[src/rtl/clk_div_pkg.sv]
// -----------------------------------------------------------------------------
// clk_div_pkg
// Shared constants and helpers for the programmable clock divider.
//   MIN_DIV       smallest ratio a channel will ever run at
//   clamp_ratio() maps a requested ratio onto the legal range (0/1 -> MIN_DIV)
//   half_ratio()  length of the high phase, floor(N/2)
// -----------------------------------------------------------------------------
package clk_div_pkg;

    localparam int unsigned MIN_DIV = 2;

    function automatic int unsigned clamp_ratio(input int unsigned ratio);
        return (ratio < MIN_DIV) ? MIN_DIV : ratio;
    endfunction

    function automatic int unsigned half_ratio(input int unsigned ratio);
        return ratio >> 1;
    endfunction

endpackage

[src/rtl/clk_div_channel.sv]
// -----------------------------------------------------------------------------
// clk_div_channel
// One runtime-programmable integer divider channel. A new ratio is held in a
// shadow register and only becomes active at a period boundary, so the output
// never produces a runt pulse.
// Optional feature: define ODD_DUTY50_EN to add a negedge stage that stretches
// the high phase of odd ratios to N/2 clk periods (50% duty).
// Ports:
//   i_clk      system clock (posedge)
//   i_reset    asynchronous active-high reset
//   i_enable   run enable; when low the counter and output freeze
//   i_load     one-cycle strobe capturing i_ratio
//   i_ratio    requested ratio (0 and 1 are clamped to 2)
//   o_clk_out  divided clock
//   o_tick     one-cycle pulse in the cycle o_clk_out rises
//   o_pending  a loaded ratio is waiting for the next period boundary
// -----------------------------------------------------------------------------
module clk_div_channel
    import clk_div_pkg::*;
#(
    parameter int unsigned WIDTH       = 8,
    parameter int unsigned DEFAULT_DIV = 4
) (
    input  logic             i_clk,
    input  logic             i_reset,
    input  logic             i_enable,
    input  logic             i_load,
    input  logic [WIDTH-1:0] i_ratio,
    output logic             o_clk_out,
    output logic             o_tick,
    output logic             o_pending
);

    localparam logic [WIDTH-1:0] DEF_RATIO = WIDTH'(clamp_ratio(DEFAULT_DIV));
    localparam logic [WIDTH-1:0] ONE       = WIDTH'(1);

    logic [WIDTH-1:0] r_cnt;
    logic [WIDTH-1:0] r_active;
    logic [WIDTH-1:0] r_shadow;
    logic             r_clk_q;
    logic             r_tick;
    logic             r_pending;

    logic [WIDTH-1:0] w_ratio;
    logic [WIDTH-1:0] w_half;
    logic             w_wrap;
    logic             w_half_hit;

    assign w_ratio    = WIDTH'(clamp_ratio(32'(i_ratio)));
    assign w_half     = WIDTH'(half_ratio(32'(r_active)));
    // active >= 2 always, so both compares stay inside the count range
    assign w_wrap     = (r_cnt == r_active - ONE);
    assign w_half_hit = (r_cnt == w_half - ONE);

    always_ff @(posedge i_clk or posedge i_reset) begin
        if (i_reset) begin
            r_cnt     <= '0;
            r_active  <= DEF_RATIO;
            r_shadow  <= DEF_RATIO;
            r_clk_q   <= 1'b0;
            r_tick    <= 1'b0;
            r_pending <= 1'b0;
        end else if (!i_enable) begin
            r_tick <= 1'b0;
            // No period is running, so a load takes effect at once
            if (i_load) begin
                r_active  <= w_ratio;
                r_shadow  <= w_ratio;
                r_cnt     <= '0;
                r_clk_q   <= 1'b0;
                r_pending <= 1'b0;
            end
        end else begin
            r_tick <= w_wrap;
            if (w_wrap) begin
                r_cnt     <= '0;
                r_clk_q   <= 1'b1;
                r_pending <= 1'b0;
                // A load coinciding with the wrap bypasses the shadow
                if (i_load) begin
                    r_active <= w_ratio;
                    r_shadow <= w_ratio;
                end else begin
                    r_active <= r_shadow;
                end
            end else begin
                r_cnt <= r_cnt + ONE;
                if (w_half_hit) begin
                    r_clk_q <= 1'b0;
                end
                if (i_load) begin
                    r_shadow  <= w_ratio;
                    r_pending <= 1'b1;
                end
            end
        end
    end

`ifdef ODD_DUTY50_EN
    logic r_q_n;

    // Half-cycle delayed copy extends the high phase by half a clk for odd N
    always_ff @(negedge i_clk or posedge i_reset) begin
        if (i_reset) begin
            r_q_n <= 1'b0;
        end else begin
            r_q_n <= r_clk_q;
        end
    end

    assign o_clk_out = r_active[0] ? (r_clk_q | r_q_n) : r_clk_q;
`else
    assign o_clk_out = r_clk_q;
`endif

    assign o_tick    = r_tick;
    assign o_pending = r_pending;

endmodule

[src/rtl/prog_clock_divider.sv]
// -----------------------------------------------------------------------------
// prog_clock_divider
// Multi-channel runtime-programmable integer clock divider. Each channel is an
// independent clk_div_channel; this level only slices the buses.
// Optional feature: ODD_DUTY50_EN (50% duty for odd ratios, see channel).
// Ports:
//   clk        system clock
//   reset      asynchronous active-high reset
//   enable     per-channel run enable            [NUM_CH]
//   load       per-channel ratio load strobe      [NUM_CH]
//   div_ratio  channel i ratio in [i*WIDTH +: WIDTH]
//   clk_out    per-channel divided clock          [NUM_CH]
//   tick       per-channel rising-edge pulse      [NUM_CH]
//   pending    per-channel shadow-not-yet-active  [NUM_CH]
// -----------------------------------------------------------------------------
module prog_clock_divider
    import clk_div_pkg::*;
#(
    parameter int unsigned WIDTH       = 8,
    parameter int unsigned NUM_CH      = 2,
    parameter int unsigned DEFAULT_DIV = 4
) (
    input  logic                    clk,
    input  logic                    reset,
    input  logic [NUM_CH-1:0]       enable,
    input  logic [NUM_CH-1:0]       load,
    input  logic [NUM_CH*WIDTH-1:0] div_ratio,
    output logic [NUM_CH-1:0]       clk_out,
    output logic [NUM_CH-1:0]       tick,
    output logic [NUM_CH-1:0]       pending
);

    for (genvar g = 0; g < NUM_CH; g++) begin : g_ch
        clk_div_channel #(
            .WIDTH       (WIDTH),
            .DEFAULT_DIV (DEFAULT_DIV)
        ) u_ch (
            .i_clk     (clk),
            .i_reset   (reset),
            .i_enable  (enable[g]),
            .i_load    (load[g]),
            .i_ratio   (div_ratio[g*WIDTH +: WIDTH]),
            .o_clk_out (clk_out[g]),
            .o_tick    (tick[g]),
            .o_pending (pending[g])
        );
    end

endmodule

[config.mk]
export PLATFORM = sky130hd
export DESIGN_NAME = prog_clock_divider
export DESIGN_NICKNAME = d
export VERILOG_FILES = /design/src/rtl/clk_div_pkg.sv /design/src/rtl/clk_div_channel.sv /design/src/rtl/prog_clock_divider.sv
export SDC_FILE = /design/constraint.sdc
export NUM_CORES = 1
export LEC_CHECK = 0
export BUFFER_PORTS_ARGS = -buffer_cell sky130_fd_sc_hd__buf_2
export CAP_MARGIN = 10
export CORE_UTILIZATION = 60
export DETAILED_ROUTE_END_ITERATION = 12
export GPL_TIMING_DRIVEN = 0
export PLACE_DENSITY = 0.8
export RECOVER_POWER = 50
export SYNTH_ARGS = -nofsm -noshare
export SYNTH_HDL_FRONTEND = slang
export SYNTH_SLANG_ARGS = --single-unit
[constraint.sdc]
create_clock -name clk -period 3.5 [get_ports clk]
set_input_delay 0.35 -clock clk [delete_from_list [all_inputs] [get_ports clk]]
set_output_delay 0.35 -clock clk [all_outputs]
set_load 0.005 [all_outputs]
==> summary.txt <==
Yosys
  • YS warnings: 0
  • Number of different library cells in the post-synthesis netlist: a little under 60
  • Synth Flop Type: dfrtp_1
  • Number of nets in the synthesized netlist: between 400 and 500
  • Fraction of registers with async set/reset: 100.0%
  • Most common cell in the synthesized netlist: dfrtp_1
  • Syn Std Cell Area: approximately 3500 um^2
  • Sequential element share of the synthesized area: 38.21%
  • Synth top area share: around a third
  • Dominant cell type by area after synthesis: dfrtp_1
  • Cell types occupying the most area after synthesis: dfrtp_1, xnor2_1, xor2_1, mux2_2, nor2_1
  • Post-synth EDFFs: 0
  • Most used standard cells in the synthesized netlist: dfrtp_1, nor2_1, nand2_1
  • Number of synthesized register bits: 54
  • Cell count after synthesis: 393
  • Average cell area after synthesis: 9.032 um^2

Clocking
  • Number of buffers added by the clock tree synthesis step: 5
  • CTS Root Cell: clkbuf_8
  • Post-CTS clock slew at the launch and capture registers of the worst setup and hold paths: 0.10 ns
  • CTS H-Tree Depth: 2
  • Clock tree from TritonCTS: built
  • Maximum clock path buffer count: 2
  • Source-to-sink clock delay at the later pin of the worst-skew pair: 0.31 ns
  • Number of buffers added for setup after CTS: 0
  • Count of clock tree sinks: 54

Place
  • Last weighted congestion value of the routability-driven placer: just under 0.9
  • Detailed placer's ending HPWL: ~5800 um
  • Minimum setup slack after placement: approximately 0.42 ns
  • Buffers on Ports: 24
  • Area after DPL: roughly 3800 um^2
  • Number of placed instances with taps included: 490

Routing
  • Drt wl/cell: ~16 um
  • Drt total wl: approximately 8000 um
  • Post-detailed-route DRC marker count: 0
  • Detail Route Antenna Nets: 0
  • Detailed-route via count: between 3,000 and 4,000
  • Iter 0 DRT Violations: between 200 and 300
  • Number of iterations in the first detailed-routing pass: 5
  • Average via count per standard cell: about 6.0

Final layout
  • Layout cell share with drive strength beyond 1: 17.80%
  • Final Non-Filler Cells: between 400 and 500
  • Final Net Count: approximately 450
  • Utilization after layout: between 60% and 70%
  • Number of antenna repair diodes: 0
  • Filler Cells Inserted: 457
  • Layout-stage area growth over the synthesis result: 9.588%
  • Cell area after layout: between 3000 and 4000 um^2

Setup path
  • Maximum fanout along the worst path: 10
  • Kind of critical path: reg2reg
  • Critical path data arrival time: around 3.4 ns
  • Worst Reg2Reg Path Length in Cells: 10
  • Critical Path Sink Type: flop
  • Critical path startpoint category: flop
  • Required @ worst endpoint: around 3.8 ns

STA
  • WHS: between 0.2 and 0.3 ns
  • Headroom to the max-slew limit: -22.82%
  • Number of hold violations in the final report: 0
  • Ratio of final minimum period to clock period: roughly 90%
  • Total setup violations reported at the end of the flow: 0
  • Minimum period implied by the final worst setup slack: 3.123 ns
  • Final worst clock skew: between 0.005 and 0.006 ns
  • Sum Neg Setup Slack: 0 ns
  • Highest clock rate: approximately 320 MHz
  • Setup repair after global routing missed its margin: no
  • Transition time at the pin with the least slew margin: between 1.5 and 2 ns
  • Count of pins over their slew limit: 43
  • Crit path setup slack, layout: 0.3767 ns

Die
  • Number of I/O pins: 28
  • Area of the die: between 6000 and 7000 um^2
  • Effective utilization at floorplan: around 63%
  • Height of the chip: between 70 and 80 um
  • Area of the core: approximately 5600 um^2
  • Floorplan die width: 78.92 um
  • Number of rows in the core area: 27

Global routing
  • First-pass GRT wire length: 13,500 um
  • Global-route usage over all layers: 28.17%
  • Residual overflow from global routing: 0
  • Via count of the first global-routing pass: ~2,800
  • Number of antenna violations at the first check in global routing: 0
  • Largest net degree at the start of global routing: between 40 and 50

Min path
  • Class of the worst hold path: in2reg
  • Depth of the worst hold-timing path: 2

Power and ir drop
  • Power per cell area: about 400 nW/um^2
  • Reg power frac: between 40% and 50%
  • Combinational fraction of design power: between 20% and 30%
  • Static power due to leakage: roughly 1.7 nW
  • Switching power share of the total: 31.17%
  • Worst VDD drop: between 0.2 and 0.3 mV
  • Fraction of power consumed by the clock network: between 20% and 30%
  • Sw power: 0.4835 mW
  • Internal portion of total power: between 1 and 1.5 mW
  • Overall Power: around 1.6 mW

Flow run
  • Maximum capacitance violations: 1

Run status
  • Failing checks: max-capacitance violations, max-slew violations
  • Status: complete, but fails checks
[path summary, 6_finish.rpt]
kind	startpoint	to	slack, ns
worst max-delay path	g_ch[0].u_ch.r_active[2]	g_ch[0].u_ch.r_active[2]	0.38
worst min-delay path	div_ratio[14]	g_ch[1].u_ch.r_shadow[6]	0.29
worst max register to register	g_ch[0].u_ch.r_active[2]	g_ch[0].u_ch.r_active[2]	0.38
worst min register to register	g_ch[0].u_ch.r_shadow[1]	g_ch[0].u_ch.r_shadow[1]	0.49
max in group asynchronous	reset	g_ch[0].u_ch.r_cnt[3]	0.70
min in group asynchronous	reset	g_ch[1].u_ch.r_shadow[0]	0.60
[flip-flops by register name (all words and copies together) (netlist names)]
name                 count
g_ch.u_ch.r_shadow      16
g_ch.u_ch.o_tick         2
g_ch.u_ch.r_cnt         16
g_ch.u_ch.r_active      16
g_ch.u_ch.o_clk_out      2
g_ch.u_ch.o_pending      2
[power groups by stage]
stage                     Combinational, mW  Clock [mW]  Sequential, mW
final                                 0.388       0.420           0.743
after CTS                             0.387       0.423           0.741
after global routing                  0.428       0.447           0.750
after floorplan                       0.298           0           0.735
after detailed placement              0.384           0           0.753
after global placement                0.362           0           0.748
[layout by cell type (no fill, tap or decap), types with 10 or more instances in the layout]
cell type,count
buf_2,30
mux2_2,12
nor3b_1,11
o21ai_0,14
xor2_1,20
nor2_1,33
nand2_1,28
nand3_1,15
xnor2_1,24
clkbuf_1,26
a21o_1,10
dfrtp_1,50
inv_1,16
[metal layers]
| metal | track usage [%] | wire length (um) | vias up |
|---|---|---|---|
| met5 | 0 | 0 | - |
| met4 | 9.455 | 143 | 0 |
| met3 | 4.598 | 425 | 16 |
| met2 | 42.35 | 3691 | 99 |
| met1 | 41.35 | 3819 | 1446 |
| li1 | - | - | 1453 |
[repair_timing]
item,CTS,global route
hold buffers,1,0
resized for setup,0,0
hold endpoints to repair,11,0
[final cells by class]
cell class	instances	area, um^2	area share, %
Multi-Input combinational cell	283	1943	49.95
Sequential cell	54	1356	34.87
Buffer	40	190.2	4.889
Timing Repair Buffer	26	140.1	3.602
Tap cell	72	90.09	2.316
Clock buffer	6	72.57	1.866
Inverter	16	60.06	1.544
Clock inverter	2	37.54	0.9649
[worst max-delay path, stage by stage, from the launching register on]
cell and delay (ns):
dfstp_2 0.37, clkbuf_1 0.19, inv_1 0.09, ha_1 0.13, buf_2 0.20, or4b_1 0.49
xnor2_1 0.15, nor4_1 0.46, nand4_1 0.41, or3_1 0.43, o221a_2 0.12
[logic make-up (layout without fill, tap and decap cells)]
family,after synthesis,count (layout),synth area share [%]
xor gates and xnor gates,44,44,10.86
muxes,13,13,4.089
buffers and inverters,56,90,7.050
adders and majority gates,6,6,2.115
DFF,54,54,38.21
and+or+nand+nor,135,135,20.23
AOI/OAI and AO/OA,85,85,17.45
No activity file was read; power rests on OpenSTA's default activity.
